<file path="config.mk">
export PLATFORM = sky130hd
export DESIGN_NAME = inst_fetch_unit
export DESIGN_NICKNAME = d
export VERILOG_FILES = /design/src/rtl/s_machine_pkg.sv /design/src/rtl/fetch_pc_counter.sv /design/src/rtl/inst_fetch_unit.sv
export SDC_FILE = /design/constraint.sdc
export NUM_CORES = 1
export LEC_CHECK = 0
export CAP_MARGIN = 30
export CELL_PAD_IN_SITES_DETAIL_PLACEMENT = 2
export CELL_PAD_IN_SITES_GLOBAL_PLACEMENT = 2
export CORE_MARGIN = 4
export CORE_UTILIZATION = 25
export DETAILED_ROUTE_END_ITERATION = 6
export PLACE_DENSITY = 0.77
export RECOVER_POWER = 100
export SLEW_MARGIN = 40
export SYNTH_ARGS = -nofsm -noshare
export SYNTH_HDL_FRONTEND = slang
export SYNTH_SLANG_ARGS = --single-unit
</file>
<file path="constraint.sdc">
create_clock -name clk -period 3.7 [get_ports clk]
set_clock_uncertainty 0.15 [all_clocks]
set_input_delay 0.37 -clock clk [delete_from_list [all_inputs] [get_ports clk]]
set_output_delay 0.37 -clock clk [all_outputs]
set_load 0.02 [all_outputs]
</file>
<file path="src/rtl/s_machine_pkg.sv">
// S-Machine shared types and constants.
// Used by the fetch stage and its PC counter.
package s_machine_pkg;

    localparam int ADDR_W = 8;
    localparam int INST_W = 16;

    localparam int OPC_MSB = 15;
    localparam int OPC_LSB = 12;

    localparam logic [3:0] HALT_OPC = 4'b1000;

    typedef enum logic {
        FETCH,
        HALTED
    } fetch_state_t;

endpackage

</file>
<file path="src/rtl/fetch_pc_counter.sv">
// Program counter register for the fetch stage.
// Redirect target load beats increment; otherwise hold. Wraps modulo 2^ADDR_W.
module fetch_pc_counter
    import s_machine_pkg::*;
#(
    parameter int               PC_W  = s_machine_pkg::ADDR_W,
    parameter logic [PC_W-1:0]  PC_RST = '0
) (
    input  logic            clk,
    input  logic            rst,
    input  logic            load_target,
    input  logic [PC_W-1:0] target,
    input  logic            incr,
    output logic [PC_W-1:0] pc
);

    always_ff @(posedge clk or posedge rst) begin
        if (rst) begin
            pc <= PC_RST;
        end else begin
            unique case (1'b1)
                load_target: pc <= target;
                incr:        pc <= pc + 1'b1;
                default:     pc <= pc;
            endcase
        end
    end

endmodule

</file>
<file path="src/rtl/inst_fetch_unit.sv">
// S-Machine fetch stage: PC, IR and valid/ready handoff to the decoder.
// Optional accept counter enabled by defining INST_FETCH_COUNT_EN.
module inst_fetch_unit
    import s_machine_pkg::*;
#(
    parameter int                ADDR_W      = s_machine_pkg::ADDR_W,
    parameter int                INST_W      = s_machine_pkg::INST_W,
    parameter logic [ADDR_W-1:0] RESET_PC    = '0,
    parameter logic [3:0]        HALT_OPCODE = s_machine_pkg::HALT_OPC
) (
    input  logic              clk,
    input  logic              rst,
    output logic [ADDR_W-1:0] mem_addr,
    input  logic [INST_W-1:0] mem_data,
    output logic [INST_W-1:0] ir_data,
    output logic [ADDR_W-1:0] ir_pc,
    output logic              ir_valid,
    input  logic              ir_ready,
    input  logic              redirect_valid,
    input  logic [ADDR_W-1:0] redirect_pc,
`ifdef INST_FETCH_COUNT_EN
    output logic [15:0]       fetch_count,
`endif
    output logic              halted
);

    fetch_state_t      state;
    logic [ADDR_W-1:0] pc;
    logic              load;
    logic              accept;
    logic              is_halt;

    assign load = (state == FETCH) && (!ir_valid || ir_ready)
                  && !redirect_valid;
    assign accept  = ir_valid && ir_ready;
    assign is_halt = (mem_data[OPC_MSB:OPC_LSB] == HALT_OPCODE);

    fetch_pc_counter #(
        .PC_W   (ADDR_W),
        .PC_RST (RESET_PC)
    ) u_pc (
        .clk         (clk),
        .rst         (rst),
        .load_target (redirect_valid),
        .target      (redirect_pc),
        .incr        (load),
        .pc          (pc)
    );

    assign mem_addr = pc;

    // Redirect flushes the IR and clears any halt before load is considered.
    always_ff @(posedge clk or posedge rst) begin
        if (rst) begin
            state    <= FETCH;
            halted   <= 1'b0;
            ir_data  <= '0;
            ir_pc    <= '0;
            ir_valid <= 1'b0;
        end else if (redirect_valid) begin
            state    <= FETCH;
            halted   <= 1'b0;
            ir_valid <= 1'b0;
        end else if (load) begin
            ir_data  <= mem_data;
            ir_pc    <= pc;
            ir_valid <= 1'b1;
            if (is_halt) begin
                state  <= HALTED;
                halted <= 1'b1;
            end
        end else if (accept) begin
            ir_valid <= 1'b0;
        end
    end

`ifdef INST_FETCH_COUNT_EN
    always_ff @(posedge clk or posedge rst) begin
        if (rst) begin
            fetch_count <= '0;
        end else if (accept && fetch_count != 16'hFFFF) begin
            fetch_count <= fetch_count + 16'd1;
        end
    end
`endif

endmodule

</file>
==> results_dict.tcl <==
set metrics [dict create \
    slew_headroom_pct -21.0 \
    die_h_um 85.7 \
    post_cts_resized 0 \
    slew_violations 35 \
    cellInternalPower_uw 784 \
    critPathLaunchType "input pin" \
    final_common_cell "dlygate4sd3_1" \
    place_ws_ns 1.50 \
    stdcell_area_um2 2270 \
    die_area_um2 7350 \
    fin_nets 207 \
    cts_tree "built" \
    cts_root_buf "clkbuf_8" \
    floorplan.initialDensity_pct 25.7 \
    synth_warnings 0 \
    gr-total-overflow 0 \
    die_w_um 85.7 \
    violations "capacitance limit, slew limit" \
    drc 0 \
    htreeDepth 2 \
    cp_max_fo 34 \
    routedWlPerCell_um 17.7 \
    grt_first_pass_wirelength_um 7350 \
    netSwitchingFraction_pct 29.9 \
    gp_congestion 0.730 \
    worst_pin_slew_ns 1.82 \
    clkLatencyLatePin_ns 0.28 \
    num_vias 1196 \
    numCtsBuffers 5 \
    tns_ns 0 \
    gr-usage-all-layers_pct 13.0 \
    grt_pass1_vias 1349 \
    fin_crit_sh_pct 64.5 \
    slowest_delay_ns 1.30 \
    path_buf_inv 3 \
    finalSetupViolCount 0 \
    min_period_ns 2.39 \
    ctsHoldBuffers 0 \
    clock-sinks 34 \
    grt_max_degree 35 \
    syn-num-nets 143 \
    synth_cells 114 \
    ys_types 29 \
    dpl_cell_area_um2 2180 \
    ys_seq_area_share_pct 56.3 \
    p_leak_uw 0.000898 \
    viasPerCell 4.71 \
    finalWirelength_um 4500 \
    cts_buffer_depth 2 \
    p_switching_uw 334 \
    clkPwrFrac_pct 29.4 \
    status "complete, but fails checks" \
    drive_above_1_share_pct 12.3 \
    drtIter0Drc 11 \
    cp.required_ns 3.60 \
    synth_area_per_cell_um2 13.2 \
    clk_pin_slew_worst_paths_ns 0.06 \
    critPathTopFamily "buffers and inverters" \
    p_comb_share_pct 28.0 \
    cpMaxStageDelayCell "clkbuf_1" \
    port_buffers 61 \
    antenna_found_initial 0 \
    cp.arrival_ns 2.28 \
    max_freq_mhz 419 \
    core-area_um2 5890 \
    final_cell_mix "dlygate4sd3_1, dfrtp_1, clkdlybuf4s50_1" \
    fillers 626 \
    fin_ws_ns 1.31 \
    dp_hpwl_um 3410 \
    ant_nets 0 \
    rows 28 \
    critPathKind "in -> async" \
    crit_path_end_kind "asynchronous set/reset pin" \
    synth_seq_cells 34 \
    path_cells "dlygate4sd3_1 -> inv_1 -> clkbuf_1" \
    rsz0062_at_grt "no" \
    syn_area_um2 1510 \
    postLayoutCoreUtil_pct 38.6 \
    drtPass1Iterations 4 \
    post_cts_buffers 0 \
    seq_power_share_pct 42.5 \
    power.density_nw_per_um2 492 \
    whs_ns 0.331 \
    ios 62 \
    ir_drop_mv 0.182 \
    hold_violations 0 \
    hold_class "reg -> reg" \
    syn2layout_area_growth_pct 50.6 \
    maxCapViolations 1 \
    antenna_cells 0 \
]
-- layer usage --
layer	global-route usage, %	routed length [um]
met4	4.32	56
met2	23.2	2360
met1	14.6	1800
met3	3.94	282
met5	0	0
-- worst reg2reg max path, stage by stage (launching register included) --
cell and delay, ns:
dfrtp_1 0.36, nor2b_1 0.82, nor3_4 0.01, buf_4 0.27, mux2_1 0.37
-- metrics by stage --
step,std cells,power (uW)
6_report,254,1120
5_1_grt,254,1180
2_1_floorplan,114,641
3_5_place_dp,246,828
3_3_place_gp,246,811
4_1_cts,254,1170
-- cells by family after synthesis --
logic type      count (synthesis)  share of synthesized area (%)
mux                            24                           17.9
compound gates                 18                           7.54
buf+inv                         8                           3.81
fa+ha+maj                       1                          0.828
flops                          34                           56.3
simple gates                   29                           13.6
-- path summary, 6_finish.rpt --
check / from / cells past startpoint / slack, ns / endpoint
setup reg to reg: ir_valid / 4 / 1.60 / ir_data[6]
setup / recovery: rst / 3 / 1.31 / ir_pc[4]
hold / removal: ir_data[7] / 1 / 0.33 / ir_data[7]
hold reg to reg: ir_data[7] / 1 / 0.33 / ir_data[7]
max in group clk: ir_ready / 5 / 1.34 / ir_data[6]
min in group asynchronous: rst / 3 / 1.04 / ir_data[4]
-- flip-flops by register name, indices dropped and copies added, names as in the netlist --
name,count
halted,1
ir_valid,1
ir_pc,8
ir_data,16
u_pc.pc,8
-- Yosys cell counts --
cell type  count  area [um2]
dfrtp_1       34         851
mux2_2        14         158
mux2_1        10         113
nor2_1         8        30.0
a31oi_1        7        43.8
o31ai_1        5        37.5
or4_1          4        30.0
buf_6          3        33.8
o21ai_0        3        15.0
a21oi_1        2        10.0
inv_1          2        7.51
nand2_1        2        7.51
nand2b_1       2        12.5
nand3b_1       2        15.0
or3_1          2        12.5
a22oi_1        1        7.51
buf_2          1        5.00
buf_4          1        7.51
clkbuf_1       1        3.75
ha_1           1        12.5
nand3_1        1        5.00
nand4_1        1        6.26
nand4b_4       1        23.8
nand4bb_1      1        11.3
nor2b_1        1        6.26
nor2b_4        1        13.8
nor3_4         1        16.3
nor4_1         1        6.26
nor4b_1        1        8.76
-- power by group through the flow --
| stage | Sequential (uW) | Clock [uW] | Combinational (uW) |
|---|---|---|---|
| final | 476 | 329 | 314 |
| after global routing | 487 | 357 | 336 |
| after floorplan | 545 | 0 | 95.9 |
| after global placement | 479 | 0 | 332 |
| after detailed placement | 487 | 0 | 341 |
| after CTS | 481 | 341 | 344 |
-- final cells by class --
class	count	area, um2	share of cell area (%)
Inverter	2	7.51	0.330
Timing Repair Buffer	63	622	27.3
Clock inverter	1	30.0	1.32
Multi-Input combinational cell	72	594	26.1
Tap cell	75	93.8	4.13
Clock buffer	7	76.3	3.36
Sequential cell	34	851	37.4
Power figures use the tool's default switching activity.
